[config.mk]
export PLATFORM = sky130hd
export DESIGN_NAME = uart_tx_gen
export DESIGN_NICKNAME = d
export VERILOG_FILES = /design/src/rtl/uart_tx_gen.sv
export SDC_FILE = /design/constraint.sdc
export NUM_CORES = 1
export LEC_CHECK = 0
export CORE_UTILIZATION = 40
export DETAILED_ROUTE_END_ITERATION = 8
export GPL_ROUTABILITY_DRIVEN = 1
export PLACE_DENSITY = 0.67
export SYNTH_ARGS = -nofsm -noshare
export SYNTH_HDL_FRONTEND = slang
export SYNTH_SLANG_ARGS = --single-unit
export TNS_END_PERCENT = 50
[constraint.sdc]
create_clock -name clk -period 3 [get_ports clk]
set_input_delay 0.3 -clock clk [delete_from_list [all_inputs] [get_ports clk]]
set_output_delay 0.3 -clock clk [all_outputs]
set_load 0.02 [all_outputs]
[src/rtl/uart_tx_gen.sv]
// uart_tx_gen: UART transmitter with a byte FIFO in front of a framing FSM.
//
// Parameters
//   DEPTH       TX FIFO entries (power of 2, >= 4)
//   OSR         bclk ticks per serial bit (2..256)
//
// Ports
//   clk         system clock, rising edge
//   resetn      asynchronous active-low reset
//   bclk        baud tick enable, one clk wide per tick
//   wr_data     byte to enqueue (only the low char_len+5 bits are sent)
//   wr_en       enqueue request, accepted whenever the FIFO is not full
//   char_len    data length code: 0..3 -> 5..8 bits
//   parity_en   parity bit enable
//   parity_type 1 = even, 0 = odd
//   stop2       1 = two stop bits
//   tx_en       permits new frames to start
//   break_en    line break request (txd forced low while idle)
//   thr_val     FIFO threshold select: DEPTH/2, DEPTH/4, DEPTH/8, 0
//   txd         registered serial line, idle high
//   tx_busy     frame in progress
//   tx_bclk_en  baud generator enable (tx_busy | break_en)
//   fifo_level  occupied FIFO entries
//   fifo_full   FIFO full
//   tx_thr      fifo_level at or below the selected threshold
//   tx_empty    FIFO empty and FSM idle
//   ovf         one-clk pulse when a write is dropped because the FIFO is full
module uart_tx_gen #(
    parameter int unsigned DEPTH = 16,
    parameter int unsigned OSR   = 16
) (
    input  logic                     clk,
    input  logic                     resetn,
    input  logic                     bclk,
    input  logic [7:0]               wr_data,
    input  logic                     wr_en,
    input  logic [1:0]               char_len,
    input  logic                     parity_en,
    input  logic                     parity_type,
    input  logic                     stop2,
    input  logic                     tx_en,
    input  logic                     break_en,
    input  logic [1:0]               thr_val,
    output logic                     txd,
    output logic                     tx_busy,
    output logic                     tx_bclk_en,
    output logic [$clog2(DEPTH):0]   fifo_level,
    output logic                     fifo_full,
    output logic                     tx_thr,
    output logic                     tx_empty,
    output logic                     ovf
);

    localparam int unsigned AW = $clog2(DEPTH);
    localparam int unsigned PW = AW + 1;
    localparam int unsigned CW = (OSR > 1) ? $clog2(OSR) : 1;

    typedef enum logic [2:0] {
        StIdle,
        StStart,
        StData,
        StParity,
        StStop
    } state_e;

    // ------------------------------------------------------------------
    // FIFO
    // ------------------------------------------------------------------
    logic [7:0]    mem_q [DEPTH];
    logic [PW-1:0] wr_ptr_q;
    logic [PW-1:0] rd_ptr_q;
    logic          ovf_q;
    logic          fifo_empty;
    logic          push;
    logic          pop;
    logic [7:0]    head;

    assign fifo_empty = (wr_ptr_q == rd_ptr_q);
    // Same slot, opposite lap: only the extra MSB differs.
    assign fifo_full  = ((wr_ptr_q ^ rd_ptr_q) == {1'b1, {AW{1'b0}}});
    assign push       = wr_en & ~fifo_full;
    assign head       = mem_q[rd_ptr_q[AW-1:0]];
    // Pointer difference stays exact on simultaneous push and pop.
    assign fifo_level = wr_ptr_q - rd_ptr_q;

    always_ff @(posedge clk) begin
        if (push) begin
            mem_q[wr_ptr_q[AW-1:0]] <= wr_data;
        end
    end

    always_ff @(posedge clk or negedge resetn) begin
        if (!resetn) begin
            wr_ptr_q <= '0;
            rd_ptr_q <= '0;
            ovf_q    <= 1'b0;
        end else begin
            if (push) begin
                wr_ptr_q <= wr_ptr_q + PW'(1);
            end
            if (pop) begin
                rd_ptr_q <= rd_ptr_q + PW'(1);
            end
            ovf_q <= wr_en & fifo_full;
        end
    end

    assign ovf = ovf_q;

    always_comb begin
        tx_thr = 1'b0;
        case (thr_val)
            2'b00: tx_thr = (fifo_level <= PW'(DEPTH / 2));
            2'b01: tx_thr = (fifo_level <= PW'(DEPTH / 4));
            2'b10: tx_thr = (fifo_level <= PW'(DEPTH / 8));
            2'b11: tx_thr = (fifo_level == '0);
            default: tx_thr = 1'b0;
        endcase
    end

    // ------------------------------------------------------------------
    // Framing FSM
    // ------------------------------------------------------------------
    state_e        state_q, state_d;
    logic [CW-1:0] cnt_q, cnt_d;
    logic [2:0]    bit_q, bit_d;
    logic          stop_q, stop_d;
    logic [7:0]    shift_q, shift_d;
    logic [1:0]    len_q, len_d;
    logic          par_en_q, par_en_d;
    logic          par_q, par_d;
    logic          stop2_q, stop2_d;
    logic          txd_q, txd_d;

    logic          tick_done;
    logic          start_ok;
    logic [7:0]    load_data;

    assign tick_done = bclk && (cnt_q == CW'(OSR - 1));
    assign start_ok  = tx_en & ~break_en & ~fifo_empty;
    // Unused high bits are cleared so parity covers only transmitted bits.
    assign load_data = head & (8'hFF >> (2'd3 - char_len));

    always_comb begin
        state_d  = state_q;
        cnt_d    = cnt_q;
        bit_d    = bit_q;
        stop_d   = stop_q;
        shift_d  = shift_q;
        len_d    = len_q;
        par_en_d = par_en_q;
        par_d    = par_q;
        stop2_d  = stop2_q;
        txd_d    = txd_q;
        pop      = 1'b0;

        if (bclk) begin
            cnt_d = tick_done ? '0 : cnt_q + CW'(1);
        end

        unique case (state_q)
            StIdle: begin
                cnt_d = '0;
                if (start_ok) begin
                    pop     = 1'b1;
                    state_d = StStart;
                end
            end
            StStart: begin
                if (tick_done) begin
                    state_d = StData;
                    bit_d   = '0;
                end
            end
            StData: begin
                if (tick_done) begin
                    shift_d = shift_q >> 1;
                    if (bit_q == ({1'b0, len_q} + 3'd4)) begin
                        state_d = par_en_q ? StParity : StStop;
                        stop_d  = 1'b0;
                    end else begin
                        bit_d = bit_q + 3'd1;
                    end
                end
            end
            StParity: begin
                if (tick_done) begin
                    state_d = StStop;
                    stop_d  = 1'b0;
                end
            end
            StStop: begin
                if (tick_done) begin
                    if (stop2_q && !stop_q) begin
                        stop_d = 1'b1;
                    end else if (start_ok) begin
                        // Back-to-back: next start bit follows the stop bit directly.
                        pop     = 1'b1;
                        state_d = StStart;
                    end else begin
                        state_d = StIdle;
                    end
                end
            end
            default: state_d = StIdle;
        endcase

        if (pop) begin
            shift_d  = load_data;
            len_d    = char_len;
            par_en_d = parity_en;
            par_d    = (^load_data) ^ ~parity_type;
            stop2_d  = stop2;
        end

        if (state_d != state_q) begin
            cnt_d = '0;
        end

        // txd is registered from the next state so it moves with the FSM.
        unique case (state_d)
            StIdle:   txd_d = ~break_en;
            StStart:  txd_d = 1'b0;
            StData:   txd_d = shift_d[0];
            StParity: txd_d = par_q;
            StStop:   txd_d = 1'b1;
            default:  txd_d = 1'b1;
        endcase
    end

    always_ff @(posedge clk or negedge resetn) begin
        if (!resetn) begin
            state_q  <= StIdle;
            cnt_q    <= '0;
            bit_q    <= '0;
            stop_q   <= 1'b0;
            shift_q  <= '0;
            len_q    <= '0;
            par_en_q <= 1'b0;
            par_q    <= 1'b0;
            stop2_q  <= 1'b0;
            txd_q    <= 1'b1;
        end else begin
            state_q  <= state_d;
            cnt_q    <= cnt_d;
            bit_q    <= bit_d;
            stop_q   <= stop_d;
            shift_q  <= shift_d;
            len_q    <= len_d;
            par_en_q <= par_en_d;
            par_q    <= par_d;
            stop2_q  <= stop2_d;
            txd_q    <= txd_d;
        end
    end

    assign txd        = txd_q;
    assign tx_busy    = (state_q != StIdle);
    assign tx_bclk_en = tx_busy | break_en;
    assign tx_empty   = fifo_empty & ~tx_busy;

endmodule

Word level (Yosys, flattened, before mapping):

Memory sizes are Yosys's and may differ from the RTL's.
Index checks and enable logic that the tools add are counted.

* register bits after elaboration: 36
* memory bits (writable): 128
* input bits: 21
* output and inout bits: 12
* word-level logic and storage cells: 114
* memories kept: 1

* $add $sub $neg: 7
* $lt $le $gt $ge: 3
* eq/ne operators: 22
* shift operators: 1
* muxes and demuxes: 35
* bitwise operators: 14
* reductions and logical operators: 17

Memory list
* mem_q: depth 16, width 8, rd ports 1, clocked after memory_dff 0, wr ports 1, RTL line 69 `logic [7:0] mem_q [DEPTH];`

Operators by type and width (count)
* 2-to-1 mux 3 bit: 11
* 2-to-1 mux 8 bit: 3
* 2-to-1 mux 4 bit: 4
* case mux 3 bit (5 select lines): 1
* != test 2 bit, second input constant: 7
* == test 3 x 2 -> 1 bit, second input constant: 4
* 2-to-1 mux 1 bit: 11
* adder 5 x 1 -> 5 bit, second input constant: 2
* nonzero test 3 bit: 3
* bitwise AND 8 bit: 1
* case mux 1 bit (4 select lines): 2
* parity 8 bit: 1
* >> shifter 8 x 2 -> 8 bit, first input constant: 1
* == test 3 x 1 -> 1 bit, second input constant: 2
* zero test 3 bit: 2
* case mux 3 bit (2 select lines): 1
* AND reduction 6 bit: 1
* nonzero test 2 bit: 3
* bitwise AND 1 bit: 5
* == test 5 bit: 1
* == test 5 bit, second input constant: 1
* less-or-equal comparator 5 x 2 -> 1 bit, second input constant: 1
* less-or-equal comparator 5 x 3 -> 1 bit, second input constant: 1
* less-or-equal comparator 5 x 4 -> 1 bit, second input constant: 1
* other kinds (23): 29

Depth between registers and ports, before layout:

Gate-level depths: netlist (run 1).

* depth after elaboration: 9
* mapped depth: 11
* gate-level depth less buffers: 9

Worst setup path before layout (run 1):

Ideal clock, no wire load.

* path type: reg2reg
* start: reg rd_ptr_q[1]
* end: mem mem_q[4][0], enable pin
* setup time: 383 ps
* data arrival time: 2707 ps
* data required time: 2617 ps
* slack: -90 ps
* stages on the path, launching flop included: 10
* path buffers: 2
* clock period less this slack: 3090 ps
* cells stage by stage: dfrtp_1 > buf_1 > inv_1 > ha_1 > and4_1 > nor2b_1 > nor2b_1 > clkbuf_1 > nand2_1 > nor3_1

* word-level cells in the longest chain between the ends: 6

RTL lines
* from (decl): RTL line 71 `logic [PW-1:0] rd_ptr_q;`
* from (signal assigned): RTL line 102 `rd_ptr_q <= rd_ptr_q + PW'(1);`
* XOR 5 bit: RTL line 80 `assign fifo_full = ((wr_ptr_q ^ rd_ptr_q) == {1'b1, {AW{1'b0}}});`
* == test 5 bit: RTL line 80
* via fifo_full: RTL line 48 `output logic fifo_full,`
* inverter 1 bit: RTL line 81 `assign push = wr_en & ~fifo_full;`
* bitwise AND 1 bit: RTL line 81
* 2-to-1 mux 1 bit: RTL line 87 `if (push) begin`
* 2-to-1 mux 1 bit (implied by the code): RTL line 88 `mem_q[wr_ptr_q[AW-1:0]] <= wr_data;`
* to (decl): RTL line 69

The timed path passes the listed nets, and every way through them passes these cells.

Worst setup path in the final report (run 1):

* start: reg wr_ptr_q[0]
* end: out fifo_level[2]

* word-level cells in the longest chain between the ends: 1

RTL lines
* from (decl): RTL line 70 `logic [PW-1:0] wr_ptr_q;`
* from (signal assigned): RTL line 99 `wr_ptr_q <= wr_ptr_q + PW'(1);`
* subtractor 5 bit: RTL line 84 `assign fifo_level = wr_ptr_q - rd_ptr_q;`
* to (decl): RTL line 47 `output logic [$clog2(DEPTH):0] fifo_level,`

No other way between the ends.

==> results by group, run 1 <==
Synthesis
  – Mapped Nets: 461
  – Netlist cell types: 47
  – Largest family of logic cells by synthesized area: multiplexers
  – Post-Synthesis Cells: 428
  – Yosys synthesis warning count: 0
  – Synth top area cells: sky130_fd_sc_hd__edfxtp_1 55%, sky130_fd_sc_hd__dfrtp_1 13%, sky130_fd_sc_hd__mux4_2 10%
  – Mux share of post-synthesis cell area: 13.0%
  – Post-Syn Area per Cell: 16.3 µm²
  – Cell area after synthesis: 6960 µm²
  – Adder and majority cell fraction of the synthesized area: 2.26%
  – Register area share after synthesis: 68.2%
  – Area fraction in compound gates after synthesis: 4.73%
  – Post-synthesis sequential element count: 164
  – Most frequently used flop master after synthesis: sky130_fd_sc_hd__edfxtp_1
  – Parity-gate share of the synthesized area counting xor and xnor cells: 3.32%
  – Number of synthesized flops with an enable pin: 128
  – Cell accounting for the most synthesized area: sky130_fd_sc_hd__edfxtp_1
  – Share of flip-flops with an asynchronous set or reset: 22.0%
  – Simple-gate portion of the synthesized area: 6.40%
  – Area share of the largest cell type after synthesis: 55.2%

Worst hold path
  – Hold WC Path Type: input pin to flip-flop
  – Hold worst-path end: par_en_q
  – Hold Crit Start: parity_en
  – Hold-critical path depth: 3

Global routing
  – Number of antenna violations at the first check in global routing: 0
  – Combined global-route utilization of all metal layers: 17.0%
  – Overflow left after global routing: 0
  – Vias in the first global route: 4,078
  – Maximum number of pins on one net before global-route repair: 37
  – Global-route wire length before repair: 22,500 µm

Drt
  – Max Used Layer: met4
  – Total detailed-routing wirelength: 13,600 µm
  – Met3 Routed Length: 636 µm
  – Routed via count: 3,771
  – Detailed-router iteration count before antenna repair: 4
  – DRC viols: 0
  – Starting DRC count in detailed routing: 312
  – M1 WL: 6130 µm
  – Remaining number of nets flagged by the antenna check after routing: 0
  – Amount of wire on met2 after detailed routing: 6710 µm
  – Post-DR wirelength/cell: 18.8 µm
  – Drt via density: 5.22

Finish
  – Sequential cell area: 4750 µm²
  – # fillers: 1,387
  – Final net count: 522
  – Commonest non-fill, non-tap cell in the layout: sky130_fd_sc_hd__edfxtp_1
  – Post-route cell area: 8360 µm²
  – Most used cells in the layout excluding fill and tap cells: 128 x sky130_fd_sc_hd__edfxtp_1, 34 x sky130_fd_sc_hd__dfrtp_1, 33 x sky130_fd_sc_hd__nand2_1
  – Diodes inserted: 0
  – Area growth from synthesis to final layout: 20.1%
  – Layout cell share with drive strength beyond 1: 19.7%
  – Final Core Density: 49.9%
  – Area used by multi-input combinational logic: 2070 µm²

Run status
  – Status: finished, final reports clean

Timing
  – Number of endpoints failing setup at the final stage: 0
  – RSZ-0062 raised after global routing: true
  – Max Clk Rate: 353 MHz
  – Worst hold slack after final layout: 0.449 ns
  – Final hold viol count: 0
  – Post-route clock skew: 0.00963 ns
  – Tcrit/Tclk final: 94.5%
  – Time the worst path needs with I/O delays and setup: 2.83 ns
  – Slew margin rel.: 47.5%
  – Slew of the pin with the lowest slew margin: 0.788 ns
  – Final number of max-transition violations: 0

Place
  – Count of buffers inserted at the top-level ports: 32
  – HPWL after detailed placement: 8890 µm
  – Dpl cell area: 7690 µm²
  – Global placement routability congestion: 0.878

Worst setup path
  – Ordered list of cells on the worst path: inv_1 -> ha_1 -> inv_1 -> fa_1 -> xor2_2 -> clkdlybuf4s50_1
  – Worst R2R Path Depth: 8
  – CP Capture Type: output pin
  – Endpoint of the worst-slack reg-to-reg timing path: mem_q[2][1]
  – Stage delay of the slowest cell on the critical path: 0.64 ns
  – Most repeated library cell on the critical path: sky130_fd_sc_hd__inv_1
  – Critical R2R Launch: rd_ptr_q[2]
  – Highest fanout seen on the critical path: 4
  – Internal reg-to-reg setup slack: 0.35 ns
  – Kind of launch point of the worst setup path: flip-flop
  – Worst path arrival time: 2.53 ns
  – Category of the critical setup timing path: flip-flop to output pin
  – Slowest stage cell, crit path: sky130_fd_sc_hd__clkdlybuf4s50_1
  – Req. time, crit path: 2.70 ns

Clock tree
  – Total number of H-tree levels: 4
  – Clock Sinks: 164
  – Max Buffers Root-to-Sink: 2
  – Cts bufs inserted: 17
  – Reg clk slew, reported paths: 0.07 ns
  – Clock tree from TritonCTS: built
  – Clock Root Buffer: sky130_fd_sc_hd__clkbuf_16
  – Worst-Skew Late Latency: 0.42 ns

Floorplan
  – Die area: 17,900 µm²
  – Starting Density: 41.5%
  – Std cell rows: 47
  – Width of the die: 134 µm
  – Vertical die dimension: 134 µm
  – I/O pin total: 33
  – Core region area: 16,800 µm²

Run
  – Number of max-capacitance violations reported: 0

Power and ir drop
  – Static power due to leakage: 0.00300 µW
  – Worst voltage drop across the vdd grid: 806 µV
  – Total power per unit cell area: 1010 nW/µm²
  – Total design power: 8470 µW
[worst max-delay path, delay by kind of cell, from the launching register on]
| family | cells | cell delay (ns) |
|---|---|---|
| buffers and inverters | 3 | 0.84 |
| adder cells (fa/ha/maj) | 2 | 0.59 |
| flip-flops | 1 | 0.42 |
| XOR/XNOR | 1 | 0.26 |
[cell families (layout without fill, tap and decap cells)]
| logic type | Yosys count | count (layout) |
|---|---|---|
| buffers and inverters | 32 | 106 |
| AND/OR/NAND/NOR | 93 | 93 |
| multiplexers | 50 | 50 |
| XOR/XNOR | 24 | 24 |
| adder cells (fa/ha/maj) | 12 | 12 |
| flip-flops | 164 | 164 |
| AO/OA/AOI/OAI | 53 | 53 |
[how the worst max path moves through the flow]
stage	from	end	slack (ns)	cells after the start
after floorplan	rd_ptr_q[1]	mem_q[4][0]	-0.09	9
after global placement	wr_ptr_q[0]	tx_thr	0.27	10
after detailed placement	wr_ptr_q[0]	tx_thr	0.20	10
after CTS	wr_ptr_q[0]	tx_thr	0.02	10
after global routing	wr_ptr_q[0]	tx_thr	-0.01	10
final	wr_ptr_q[0]	fifo_level[2]	0.17	6
[metrics by stage]
step / setup slack [ns] / TNS, ns / std cells
detailed placement: 0.198 / 0 / 689
floorplan: -0.0904 / -2.89 / 428
global placement: 0.265 / 0 / 689
global route: -0.0137 / -0.0197 / 722
finish: 0.166 / 0 / 722
CTS: 0.0239 / 0 / 722
[layout make-up]
| type | instances | area share [%] |
|---|---|---|
| clock inverters | 15 | 2.80 |
| multi-input cells | 232 | 24.8 |
| well taps | 220 | 3.29 |
| repair buffers | 58 | 6.51 |
| flip-flops and latches | 164 | 56.8 |
| inverters | 16 | 0.718 |
| clock buffers | 17 | 5.09 |
[flip-flops by register name (all words and copies together), names as in the netlist]
| name | flops |
|---|---|
| par_q | 1 |
| ovf | 1 |
| wr_ptr_q | 5 |
| rd_ptr_q | 5 |
| stop2_q | 1 |
| len_q | 2 |
| mem_q | 128 |
| state_q | 3 |
| bit_q | 3 |
| shift_q | 8 |
| stop_q | 1 |
| par_en_q | 1 |
| cnt_q | 4 |
| txd | 1 |
[metal layers]
layer / up-vias / GRT usage [%]
met3: 12 / 4.04
met2: 102 / 27.8
met4: 0 / 5.43
met5: - / 0
li1: 1758 / -
met1: 1899 / 22.6
[power breakdown]
part	total, µW	internal [µW]	switching, µW
sequential	3030	2810	222
combinational	3050	1520	1530
clock	2380	1430	948
total	8470	5770	2700
[repair_timing]
item / 4_1_cts / 5_1_grt
endpoints found under the hold margin: 35 / 0
setup buffers: 0 / 0
endpoints found under the setup margin: 2 / 2
hold buffers: 1 / 0
gates resized for setup: 2 / 3
[synth_stat cells, drive strengths merged, types with 9 or more instances]
master,count
xnor2,15
mux2i,16
o21ai,15
dfrtp,35
nor2,19
inv,16
mux4,32
a22oi,9
edfxtp,128
ha,11
a21oi,14
nand2,33
Power figures use the tool's default switching activity.
==> inputs of run 2 (changes only) <==
Settings changed: ABC_CLOCK_PERIOD_IN_PS from default to 3000, CTS_CLUSTER_DIAMETER from default to 40.
==> results of run 2 <==
The final DEF is identical to that of run 1; final timing and power are the same.
